$ cat src/rtl/xy_debounce.sv
// xy_debounce
// Two-channel input conditioner feeding the x/y Moore FSM. Each raw input
// is synchronised through two flops and then debounced by its own
// four-state qualifier. A new level is accepted only after DEBOUNCE_CYCLES
// consecutive synchronised samples. A one-cycle rise or fall strobe marks
// the first cycle of each accepted level.
//
// Ports
//   clk              system clock, all logic on rising edge
//   reset            synchronous active-high reset
//   x_raw, y_raw     asynchronous raw inputs
//   x, y             debounced levels (registered)
//   x_rise, x_fall   one-cycle strobes on accepted X transitions (registered)
//   y_rise, y_fall   one-cycle strobes on accepted Y transitions (registered)

module xy_debounce_ch #(
    parameter int DEBOUNCE_CYCLES = 1000000,
    parameter int CNT_W           = 20
) (
    input  logic clk,
    input  logic reset,
    input  logic raw_i,
    output logic lvl_o,
    output logic rise_o,
    output logic fall_o
);

    typedef enum logic [1:0] {
        STABLE_LO = 2'b00,
        PEND_HI   = 2'b01,
        STABLE_HI = 2'b10,
        PEND_LO   = 2'b11
    } state_t;

    localparam logic [CNT_W-1:0] CNT_ZERO = {CNT_W{1'b0}};
    localparam logic [CNT_W-1:0] CNT_ONE  = CNT_W'(1);
    // The qualifying sample is the DEBOUNCE_CYCLES-th one, counted from 1.
    localparam logic [CNT_W-1:0] CNT_LAST = CNT_W'(DEBOUNCE_CYCLES - 1);

    logic             s1_q;
    logic             s2_q;
    state_t           state_q;
    state_t           state_d;
    logic [CNT_W-1:0] cnt_q;
    logic [CNT_W-1:0] cnt_d;
    logic             lvl_q;
    logic             lvl_d;
    logic             rise_q;
    logic             rise_d;
    logic             fall_q;
    logic             fall_d;

    // Two-flop synchroniser for the asynchronous raw input.
    always_ff @(posedge clk) begin
        if (reset) begin
            s1_q <= 1'b0;
            s2_q <= 1'b0;
        end else begin
            s1_q <= raw_i;
            s2_q <= s1_q;
        end
    end

    // Qualifier next-state, counter, level and strobe logic.
    always_comb begin
        state_d = state_q;
        cnt_d   = cnt_q;
        lvl_d   = lvl_q;
        rise_d  = 1'b0;
        fall_d  = 1'b0;
        case (state_q)
            STABLE_LO: begin
                lvl_d = 1'b0;
                if (s2_q) begin
                    state_d = PEND_HI;
                    cnt_d   = CNT_ONE;
                end else begin
                    cnt_d   = CNT_ZERO;
                end
            end
            PEND_HI: begin
                lvl_d = 1'b0;
                if (!s2_q) begin
                    // Glitch: drop back without any strobe.
                    state_d = STABLE_LO;
                    cnt_d   = CNT_ZERO;
                end else if (cnt_q == CNT_LAST) begin
                    state_d = STABLE_HI;
                    cnt_d   = CNT_ZERO;
                    lvl_d   = 1'b1;
                    rise_d  = 1'b1;
                end else begin
                    cnt_d   = cnt_q + CNT_ONE;
                end
            end
            STABLE_HI: begin
                lvl_d = 1'b1;
                if (!s2_q) begin
                    state_d = PEND_LO;
                    cnt_d   = CNT_ONE;
                end else begin
                    cnt_d   = CNT_ZERO;
                end
            end
            PEND_LO: begin
                lvl_d = 1'b1;
                if (s2_q) begin
                    state_d = STABLE_HI;
                    cnt_d   = CNT_ZERO;
                end else if (cnt_q == CNT_LAST) begin
                    state_d = STABLE_LO;
                    cnt_d   = CNT_ZERO;
                    lvl_d   = 1'b0;
                    fall_d  = 1'b1;
                end else begin
                    cnt_d   = cnt_q + CNT_ONE;
                end
            end
            default: begin
                // Corrupted state register: recover to a known low level.
                state_d = STABLE_LO;
                cnt_d   = CNT_ZERO;
                lvl_d   = 1'b0;
            end
        endcase
    end

    // Qualifier state, counter and registered outputs.
    always_ff @(posedge clk) begin
        if (reset) begin
            state_q <= STABLE_LO;
            cnt_q   <= CNT_ZERO;
            lvl_q   <= 1'b0;
            rise_q  <= 1'b0;
            fall_q  <= 1'b0;
        end else begin
            state_q <= state_d;
            cnt_q   <= cnt_d;
            lvl_q   <= lvl_d;
            rise_q  <= rise_d;
            fall_q  <= fall_d;
        end
    end

    assign lvl_o  = lvl_q;
    assign rise_o = rise_q;
    assign fall_o = fall_q;

endmodule

module xy_debounce #(
    parameter int DEBOUNCE_CYCLES = 1000000,
    parameter int CNT_W           = 20
) (
    input  logic clk,
    input  logic reset,
    input  logic x_raw,
    input  logic y_raw,
    output logic x,
    output logic y,
    output logic x_rise,
    output logic x_fall,
    output logic y_rise,
    output logic y_fall
);

    xy_debounce_ch #(
        .DEBOUNCE_CYCLES (DEBOUNCE_CYCLES),
        .CNT_W           (CNT_W)
    ) u_ch_x (
        .clk    (clk),
        .reset  (reset),
        .raw_i  (x_raw),
        .lvl_o  (x),
        .rise_o (x_rise),
        .fall_o (x_fall)
    );

    xy_debounce_ch #(
        .DEBOUNCE_CYCLES (DEBOUNCE_CYCLES),
        .CNT_W           (CNT_W)
    ) u_ch_y (
        .clk    (clk),
        .reset  (reset),
        .raw_i  (y_raw),
        .lvl_o  (y),
        .rise_o (y_rise),
        .fall_o (y_fall)
    );

endmodule

$ cat config.mk
export PLATFORM = sky130hd
export DESIGN_NAME = xy_debounce
export DESIGN_NICKNAME = d
export VERILOG_FILES = /design/src/rtl/xy_debounce.sv
export SDC_FILE = /design/constraint.sdc
export NUM_CORES = 1
export LEC_CHECK = 0
export CAP_MARGIN = 20
export CORE_AREA = 2 2 95 79
export CTS_CLUSTER_DIAMETER = 60
export DETAILED_ROUTE_END_ITERATION = 10
export DIE_AREA = 0 0 97 81
export SYNTH_ARGS = -nofsm -noshare
export SYNTH_HDL_FRONTEND = slang
export SYNTH_SLANG_ARGS = --single-unit
$ cat constraint.sdc
create_clock -name clk -period 1.7 [get_ports clk]
set_input_delay 0.17 -clock clk [delete_from_list [all_inputs] [get_ports clk]]
set_output_delay 0.17 -clock clk [all_outputs]
set_load 0.005 [all_outputs]
==> results of run 1 <==
logic make-up after synthesis:
kind of cell	synth area share, %
compound gates	8.06
simple gates	32.5
fa+ha+maj	1.07
flops	46.1
buf+inv	2.19
xor+xnor	10.1
state kept, by name, indices dropped and copies added, names as in the netlist, named ones only:
| name | count |
|---|---|
| u_ch_x.cnt_q | 20 |
| u_ch_y.cnt_q | 20 |
| u_ch_x.fall_o | 1 |
| u_ch_x.lvl_o | 1 |
| u_ch_x.rise_o | 1 |
| u_ch_x.s1_q | 1 |
| u_ch_x.s2_q | 1 |
| u_ch_x.state_q | 1 |
| u_ch_y.fall_o | 1 |
| u_ch_y.lvl_o | 1 |
| u_ch_y.rise_o | 1 |
| u_ch_y.s1_q | 1 |
| u_ch_y.s2_q | 1 |
| u_ch_y.state_q | 1 |
synthesized netlist by cell type (8+ instances only):
master / count
nor2_1: 30
nor4_1: 9
xnor2_1: 19
and3_1: 8
dfxtp_1: 54
nand4_1: 11
nand3_1: 13
a21oi_1: 15
nand2_1: 16
xor2_1: 8
placed cells by master (no fill, tap or decap), types with 3 or more instances in the layout:
cell | synthesis | routed
a21oi_1 | 15 | 15
and3_1 | 8 | 7
and4_1 | 3 | 3
buf_4 | 1 | 32
clkbuf_8 | 0 | 6
clkdlybuf4s50_1 | 0 | 9
dfxtp_1 | 54 | 52
inv_1 | 7 | 7
nand2_1 | 16 | 15
nand2b_1 | 5 | 5
nand3_1 | 13 | 13
nand4_1 | 11 | 11
nor2_1 | 30 | 30
nor2b_1 | 5 | 5
nor3_1 | 7 | 7
nor4_1 | 9 | 9
nor4b_1 | 5 | 4
o21ai_0 | 7 | 7
o31ai_1 | 4 | 4
or3_1 | 6 | 6
xnor2_1 | 19 | 19
xor2_1 | 8 | 8
power breakdown:
part | total, mW | switching, mW | internal [mW] | leakage [nW]
logic | 0.0298 | 0.0125 | 0.0174 | 0.447
clock network | 0.738 | 0.410 | 0.328 | 0.0472
registers | 1.28 | 0.00455 | 1.27 | 0.437
total | 2.04 | 0.427 | 1.62 | 0.931
final cells by class:
class	instances	area [um^2]	share of cell area [%]
Clock buffer	6	82.6	2.82
Clock inverter	2	12.5	0.427
Sequential cell	54	1080	37.0
Tap cell	90	113	3.84
Inverter	7	26.3	0.897
Multi-Input combinational cell	195	1240	42.4
Timing Repair Buffer	43	370	12.6
metal layers:
metal | wire length (um) | GRT usage (%)
met1 | 2610 | 17.3
met2 | 1960 | 19.0
met3 | 122 | 1.38
met4 | 0 | 5.92
met5 | 0 | 0
worst max-delay path: stages, from the launching register on:
cell and delay [ns]:
dfxtp_2 0.34, ha_2 0.18, nand2_2 0.07, or3_4 0.42, or4_4 0.43, a21oi_2 0.13
path summary, 6_finish.rpt:
check | startpoint | to | slack [ns]
max reg2reg | u_ch_x.cnt_q[0] | u_ch_x.cnt_q[18] | 0.08
min reg2reg | u_ch_x.s1_q | u_ch_x.s2_q | 0.45
min | x_raw | u_ch_x.s1_q | 0.43
max | u_ch_x.cnt_q[0] | u_ch_x.cnt_q[18] | 0.08
timing repair:
action / CTS / global route
pin swaps: 1 / 2
gates resized for setup: 0 / 9
buffers inserted: 1 / 3
setup endpoints to repair: 1 / 8
==> reports/qor.yml, run 1 <==
route:
  postRouteAntennaNets: 0
  vias_per_cell: 4.82
  drtPass1Iterations: 4
  vias: 1913
  post-route-drc-count: 0
  wl_mm: 4.69
  initialDrtViolationCount: 112
  post_drt_wl_per_cell_um: 11.8
die:
  start_util_pct: 33.3
  core_um2: 7040
  die_w_um: 97
  pin_count: 10
  die_area_um2: 7860
  core.rowCount: 28
  die-height_um: 81
place:
  place_ws_ns: 0.0275
  dp_hpwl_mm: 3.42
  portBuffers: 9
  place_inst: 385
  place_area_um2: 2770
  routabilityCongestion: 0.759
global_route:
  grt_pass1_wl_mm: 7.96
  overflow: 0
  grt_max_degree: 19
  antenna_found_initial: 0
  grt_pass1_vias: 1761
  track_usage_pct: 12.3
power_and_ir_drop:
  ir_drop_uv: 315
  leakagePower_nw: 0.931
  p_total_mw: 2.04
  cellPowerDensity_nw_per_um2: 698
flow_run:
  cap_viol_max_count: 0
sta:
  holdWs_ns: 0.430
  setup_ws_ns: 0.0755
  finalCritPeriodShare_pct: 95.6
  hold_viol: 0
  setup_tns_ns: 0
  slew_headroom_pct: 69.8
  slew_violations: 0
  tightest_slew_ns: 0.450
  timing.fmax_mhz: 616
  final.min_clock_period_ns: 1.62
  rsz0062_at_grt: "true"
  skew_ns: 0.00588
  setup_viol: 0
logic_synthesis:
  synth_cell_type_count: 42
  synth_area_um2: 2340
  synth_top_flop_cell: "dfxtp_1"
  synth_top_area_share_pct: 46.1
  post_synth.cell_area_avg_um2: 8.98
  netlist_instances: 261
  synth_seq_cells: 54
  synth.net_count: 267
  yosys.area.top_type: "dfxtp_1"
  synthArstFlopShare_pct: 0
  synthTopCellsByArea: "dfxtp_1 46%, xnor2_1 7.1%, nor2_1 4.8%"
  yosysWarnings: 0
  synth_edf_count: 0
  ys_seq_area_share_pct: 46.1
final_layout:
  post-route-util_pct: 41.6
  final_cells: 397
  area_growth_pct: 25.0
  final_cell_area_um2: 2930
  fillers: 680
  n_antenna_cell: 0
  finalNetCount: 312
  drive_above_1_share_pct: 19.2
setup_path:
  arrival_ns: 1.87
  crit_type: "reg -> reg"
  worst-endpoint-required_ns: 1.94
  reg2reg_depth: 5
  crit_path_end_kind: "flip-flop"
  cp-start-kind: "flip-flop"
  cp_max_fo: 4
min_path:
  hold_path.class: "in -> reg"
  hold_depth: 2
cts:
  clock_sinks: 54
  clk_path_buf_depth: 2
  numCtsBuffers: 5
  cts_tree: "yes"
  root_buffer: "clkbuf_8"
  clk_latency_ns: 0.30
  clk_pin_slew_ns: 0.09
  htree_levels: 2
  cts_hold_buf: 0
status:
  status: "finished, final reports clean"
No activity file was read; power rests on OpenSTA's default activity.
==> run 2, diff against run 1 <==
--- a/config.mk
+++ b/config.mk
@@ -10,6 +10,7 @@
 export CTS_CLUSTER_DIAMETER = 60
 export DETAILED_ROUTE_END_ITERATION = 10
 export DIE_AREA = 0 0 97 81
+export PLACE_DENSITY = 0.5
 export SYNTH_ARGS = -nofsm -noshare
 export SYNTH_HDL_FRONTEND = slang
 export SYNTH_SLANG_ARGS = --single-unit
==> run 2 against run 1 <==
Net effect:
- maximum frequency is 1.2% higher
- combinational power is 5% higher
- via count is 1.2% higher
- die area stayed put
==> reports/qor.yml, run 2 (synthesis results as in run 1) <==
global_route:
  gr-usage-met3_pct: 3.10  # +1.7 points
  use_met2_pct: 17.8  # -1.2 points
  grt_max_degree: 19  # unchanged
  antenna_found_initial: 0  # unchanged
  overflow: 0  # unchanged
  grt_pass1_vias: 1767  # +0.34%
  met1_usage_pct: 19.9  # +2.6 points
  grt_pass1_wl_mm: 8.38  # +5.4%
  top_usage_layer: "met1"
  track_usage_pct: 12.9  # +0.58 points
sta:
  setup_viol: 0  # unchanged
  holdWs_ns: 0.418  # -0.0119 ns
  setup_tns_ns: 0  # unchanged
  skew_ns: 0.0196  # +0.0137 ns
  setup_ws_ns: 0.0953  # +0.0198 ns
  finalCritPeriodShare_pct: 94.4  # -1.2 points
  timing.fmax_mhz: 623  # +1.2%
  tightest_slew_ns: 0.487  # +0.0373 ns
  final.min_clock_period_ns: 1.60  # -0.0198 ns
  hold_viol: 0  # unchanged
  slew_violations: 0  # unchanged
  slew_headroom_pct: 67.2  # -2.6 points
final_layout:
  fillers: 708  # +4.1%
  layout_common_cells: "51 x dfxtp_1, 36 x buf_4, 29 x nor2_1"
  drive_above_1_share_pct: 21.5  # +2.3 points
  layout.cells.most_common: "dfxtp_1"
  register_area_um2: 1080  # +0.12%
  final_cell_area_um2: 2990  # +2.0%
  multi_input_area_um2: 1250  # +0.50%
  post-route-util_pct: 42.5  # +0.85 points
  largestRegisters: "u_ch_x.cnt_q x20, u_ch_y.cnt_q x20"
  final_cells: 401  # +1.0%
  finalNetCount: 316  # +1.3%
  area_growth_pct: 27.5
  n_antenna_cell: 0  # unchanged
place:
  portBuffers: 9  # unchanged
  place_inst: 391  # +1.6%
  place_area_um2: 2820  # +1.6%
  place_ws_ns: 0.0681  # +0.0406 ns
  routabilityCongestion: 0.756  # -0.29%
  dp_hpwl_mm: 3.60  # +5.2%
route:
  post_drt_wl_per_cell_um: 12.2  # +3.0%
  wl_mm: 4.88  # +4.1%
  initialDrtViolationCount: 67  # -40%
  postRouteAntennaNets: 0  # unchanged
  vias_per_cell: 4.83  # +0.14%
  drtPass1Iterations: 4  # unchanged
  post-route-drc-count: 0  # unchanged
  vias: 1935  # +1.2%
setup_path:
  worst-endpoint-required_ns: 1.95  # about the same
  crit_path_end_kind: "flip-flop"
  cp-start-kind: "flip-flop"
  rr_startpoint: "u_ch_x.cnt_q[0]"
  cp_max_fo: 4  # unchanged
  r2r_end: "u_ch_x.cnt_q[18]"
  reg2reg_depth: 5  # unchanged
  rrSetupSlack_ns: 0.1  # +0.02 ns
  crit_type: "reg -> reg"
  arrival_ns: 1.86  # about the same
die:
  die_area_um2: 7860  # unchanged
  pin_count: 10  # unchanged
  core.rowCount: 28  # unchanged
  start_util_pct: 33.3  # unchanged
  die-height_um: 81  # unchanged
  core_um2: 7040  # unchanged
  die_w_um: 97  # unchanged
power_and_ir_drop:
  p_total_mw: 2.21  # +8.3%
  ir_drop_uv: 299  # -4.9%
  cellPowerDensity_nw_per_um2: 741  # +6.2%
  leakagePower_nw: 0.971  # +4.4%
cts:
  clk_path_buf_depth: 2  # unchanged
  clk_pin_slew_ns: 0.10  # about the same
  numCtsBuffers: 5  # unchanged
  root_buffer: "clkbuf_8"
  htree_levels: 2  # unchanged
  clock_sinks: 54  # unchanged
  cts_tree: "yes"
  clk_latency_ns: 0.31  # about the same
flow_run:
  cap_viol_max_count: 0  # unchanged
min_path:
  hp-start: "x_raw"
  min_to: "u_ch_x.s1_q"
  hold_path.class: "in -> reg"
  hold_depth: 2  # unchanged
status:
  status: "finished, final reports clean"
==> run 2: cell types whose count changed in the layout (fill, tap and decap cells not counted), sizes merged <==
cell,before,now
clkinv,1,0
clkbuf,6,5
buf,34,38
inv,7,8
bufinv,0,1
==> run 2: layout make-up <==
type,count,area share [%]
multi-input combinational,195,41.8
sequential,54,36.3
timing repair buffer,47,13.4
tap,90,3.77
clock buffer,5,2.30
clock inverter,3,1.63
inverter,7,0.879
==> run 2: worst max path at each step <==
stage | to | start | slack, ns
detailed placement | u_ch_x.cnt_q[18] | u_ch_x.cnt_q[5] | 0.07
floorplan | u_ch_x.cnt_q[18] | u_ch_x.cnt_q[0] | 0.04
CTS | u_ch_x.fall_o | u_ch_x.cnt_q[9] | 0.03
global placement | u_ch_y.cnt_q[18] | u_ch_y.cnt_q[0] | 0.1
finish | u_ch_x.cnt_q[18] | u_ch_x.cnt_q[0] | 0.1
global route | u_ch_x.cnt_q[18] | u_ch_x.cnt_q[12] | -0.008
==> run 2: report_power, final <==
| part | total [mW] | switching (mW) | internal [mW] |
|---|---|---|---|
| logic | 0.0313 | 0.0126 | 0.0187 |
| clock network | 0.907 | 0.458 | 0.449 |
| registers | 1.28 | 0.00464 | 1.27 |
==> run 2: per-layer routing <==
metal  part of all wire (%)  vias to the layer above
met2                     38                       20
met1                     58                      882
met4                   0.70                        0
met3                    3.0                        5
li1                       -                     1028
met5                      0                        -
==> run 2: worst max-delay path: stages (launching register included) <==
cell	delay, ns
dfxtp_2	0.34
ha_1	0.18
nand2_2	0.07
or3_4	0.40
or4_4	0.42
a21oi_2	0.13
==> run 2: repair_timing <==
item                                    CTS  global route
endpoints found under the hold margin     0             0
hold buffers                              0             0
buffers inserted                          0             2
endpoints found under the setup margin    0            29
resized for setup                         0            11
==> run 3, diff against run 2 <==
--- a/config.mk
+++ b/config.mk
@@ -6,11 +6,13 @@
 export NUM_CORES = 1
 export LEC_CHECK = 0
 export CAP_MARGIN = 20
-export CORE_AREA = 2 2 95 79
+export CORE_AREA = 2 2 96 79
 export CTS_CLUSTER_DIAMETER = 60
+export CTS_CLUSTER_SIZE = 16
 export DETAILED_ROUTE_END_ITERATION = 10
-export DIE_AREA = 0 0 97 81
+export DIE_AREA = 0 0 98 81
 export PLACE_DENSITY = 0.5
 export SYNTH_ARGS = -nofsm -noshare
 export SYNTH_HDL_FRONTEND = slang
+export SYNTH_HIERARCHICAL = 1
 export SYNTH_SLANG_ARGS = --single-unit
==> run 3 against run 2 <==
Net effect:
- the flow now finishes with violations (negative setup slack)
- worst hold slack got worse by 0.015 ns
- wire length increased by 0.39%
- via count down 0.83%
- sequential share of layout area fell by 1.9 points
- combinational power grew 7.0%
- area after synthesis rose by 2.1%
- register-to-register slack got worse by 0.38 ns
- synthesized cell count shrank 1.1%
- sequential cell count is the same
- worst setup slack worse by 0.38 ns
- critical path depth down 1
- sequential power about the same
- highest routed layer unchanged
==> reports/qor.yml, run 3 <==
sta:
  finalCritPeriodShare_pct: 117  # +22 points
  slew_violations: 0  # unchanged
  rsz0062_at_grt: "true"
  timing.fmax_mhz: 505  # -19%
  setup_viol: 25  # +25
  slew_headroom_pct: 76.6  # +9.4 points
  final.min_clock_period_ns: 1.98  # +0.376 ns
  tightest_slew_ns: 0.348  # -0.139 ns
  setup_ws_ns: -0.281  # -0.376 ns
  holdWs_ns: 0.403  # -0.0152 ns
  hold_viol: 0  # unchanged
  skew_ns: 0.0104  # -0.00924 ns
logic_synthesis:
  synth_top_area_share_pct: 45.1  # -0.96 points
  synth_compound_area_share_pct: 7.11  # -0.95 points
  yosysWarnings: 6  # +6
  synth_seq_cells: 54  # unchanged
  synthXorXnorAreaFrac_pct: 11.3  # +1.3 points
  yosys.area.top_type: "dfxtp_1"
  synth_edf_count: 0  # unchanged
  post_synth.cell_area_avg_um2: 9.28  # +3.3%
  synth.mux.area_fraction_pct: 0.836  # +0.84 points
  netlist_instances: 258  # -1.1%
  yosys.area_share.simple_pct: 31.5  # -1.0 points
  synth_area_um2: 2390  # +2.1%
  synth.most_common_cell: "dfxtp_1"
  synthTopCellsByArea: "dfxtp_1 45%, xnor2_1 8.0%, nor2_1 6.1%"
  synthTopCellsByCount: "54 x dfxtp_1, 39 x nor2_1, 22 x xnor2_1"
  synth_top_flop_cell: "dfxtp_1"
  synthAdderAreaFrac_pct: 1.04  # -0.022 points
  ys_seq_area_share_pct: 45.1  # -0.96 points
  synth.net_count: 264  # -1.1%
  synthArstFlopShare_pct: 0  # unchanged
  synth_cell_type_count: 45  # +7.1%
  synth_top_family_by_area: "simple AND/OR/NAND/NOR gates"
cts:
  htree_levels: 2  # unchanged
  clock_sinks: 54  # unchanged
  clk_pin_slew_ns: 0.10  # about the same
  root_buffer: "clkbuf_8"
  clk_latency_ns: 0.31  # about the same
  cts_setup_buffers: 0  # unchanged
  cts_hold_buf: 0  # unchanged
  numCtsBuffers: 5  # unchanged
  cts_tree: "yes"
  clk_path_buf_depth: 2  # unchanged
place:
  place_ws_ns: -0.374  # -0.442 ns
  dp_hpwl_mm: 3.64  # +1.0%
  routabilityCongestion: 0.775  # +2.5%
  portBuffers: 9  # unchanged
die:
  start_util_pct: 33.7  # +0.38 points
  die_area_um2: 7940  # +1.0%
  die_w_um: 98  # +1.0%
  core.rowCount: 28  # unchanged
  die-height_um: 81  # unchanged
  pin_count: 10  # unchanged
  core_um2: 7110  # +1.0%
power_and_ir_drop:
  ir_drop_uv: 336  # +12%
  cellPowerDensity_nw_per_um2: 654  # -12%
  seq_power_share_pct: 61.9  # +4.3 points
  leakagePower_nw: 1.06  # +9.4%
  pwr-share-comb_pct: 1.6  # +0.2 points
  power_switching_mw: 0.445  # -6.4%
  p_total_mw: 2.06  # -6.9%
  netSwitchingFraction_pct: 21.6  # +0.11 points
  intPower_mw: 1.62  # -7.0%
  power_frac_clock_pct: 36.5  # -4.5 points
route:
  wl_mm: 4.90  # +0.39%
  post_drt_wl_per_cell_um: 12.0  # -1.8%
  post-route-drc-count: 0  # unchanged
  postRouteAntennaNets: 0  # unchanged
  initialDrtViolationCount: 66  # -1.5%
  vias_per_cell: 4.68  # -3.0%
  vias: 1919  # -0.83%
  drtPass1Iterations: 4  # unchanged
setup_path:
  arrival_ns: 2.19  # +0.33 ns
  crit_path_end_kind: "flip-flop"
  crit_type: "reg -> reg"
  cp_cell_sequence: "or4b_4, or4_4, buf_4, o41ai_2"
  cp.depth: 4  # -1
  cp-start-kind: "flip-flop"
  cpMaxStageDelayCell: "or4_4"
  max_stage_delay_ns: 0.58  # +0.16 ns
  worst-endpoint-required_ns: 1.91  # -0.04 ns
  critPathBufInv: 1  # +1
  cp_max_fo: 5  # +1
  reg2reg_depth: 4  # -1
  cp_top_family: "simple AND/OR/NAND/NOR gates"
final_layout:
  drive_above_1_share_pct: 28.1  # +6.6 points
  layout_common_cells: "51 x dfxtp_1, 49 x buf_4, 34 x nor2_1"
  largestRegisters: "u_ch_x/cnt_q x20, u_ch_y/cnt_q x20"
  finalNetCount: 325  # +2.8%
  fillers: 716  # +1.1%
  layout.cells.most_common: "dfxtp_1"
  multi_input_area_um2: 1340  # +7.5%
  n_antenna_cell: 0  # unchanged
  area_growth_pct: 31.7
  register_area_um2: 1080  # unchanged
global_route:
  grt_pass1_vias: 1836  # +3.9%
  grt_max_degree: 17  # -2
  antenna_found_initial: 0  # unchanged
  grt_pass1_wl_mm: 8.62  # +2.8%
  track_usage_pct: 13.4  # +0.52 points
  overflow: 0  # unchanged
min_path:
  hold_depth: 2  # unchanged
  hold_path.class: "in -> reg"
flow_run:
  cap_viol_max_count: 0  # unchanged
status:
  status: "complete, but fails checks"
  failed_checks: "negative setup slack"
[run 3: changes by cell type in the layout (fill, tap and decap cells not counted), moves of 3 or more]
cell      before  now
nor2_1        29   34
nor2_2         1    5
and3_1         7    4
o21ai_0        7    2
xnor2_1       19   22
a21oi_1       15    7
buf_4         36   49
nand2b_1       5    2
nand2_1       15   11
o31ai_1        4    1
or3_1          6    2
o41ai_1        0    3
[run 3: per-layer routing]
metal	global-route usage (%)	wire length [um]
met5	0	0
met3	2.84	106
met2	18.8	1870
met1	20.1	2850
met4	4.58	70
[run 3: worst paths after layout]
path	from	end	slack, ns
setup reg to reg	u_ch_x/cnt_q[8]	flip-flop	-0.28
hold / removal	y_raw	u_ch_y/s1_q	0.40
hold reg to reg	u_ch_x/s1_q	u_ch_x/s2_q	0.45
setup / recovery	u_ch_x/cnt_q[8]	flip-flop	-0.28
[run 3: cells by family after synthesis]
kind of cell	Yosys count
and+or+nand+nor	131
DFF	54
adders and majority gates	2
buffers and inverters	14
AOI/OAI and AO/OA	24
xor gates and xnor gates	31
muxes	2
[run 3: stage by stage]
step / instance area (um^2) / cells / TNS, ns / util, %
6_report: 3150 / 410 / -5.35 / 44.4
4_1_cts: 3100 / 410 / -5.48 / 43.6
2_1_floorplan: 2410 / 258 / -5.32 / -
3_5_place_dp: 2960 / 402 / -6.73 / 41.6
3_3_place_gp: 2960 / 402 / -6.72 / 41.6
5_1_grt: 3150 / 410 / -6.67 / 44.4
[run 3: power by group through the flow]
stage,combinational (mW),clock (mW),sequential [mW]
after CTS,0.0338,0.784,1.28
after global placement,0.0325,0,1.31
after detailed placement,0.0326,0,1.31
after global routing,0.0378,0.835,1.28
final,0.0335,0.753,1.28
after floorplan,0.0126,0,1.30
[run 3: layout make-up]
cell class / count / area share (%)
inverter: 8 / 0.952
timing repair buffer: 60 / 15.5
multi-input combinational: 190 / 42.6
clock inverter: 2 / 0.397
clock buffer: 6 / 2.62
tap: 90 / 3.57
sequential: 54 / 34.4
[run 3: repair_timing]
action,CTS,global route
gates resized for setup,10,12
cloned,0,0
setup endpoints to repair,25,32
pin swaps,4,2
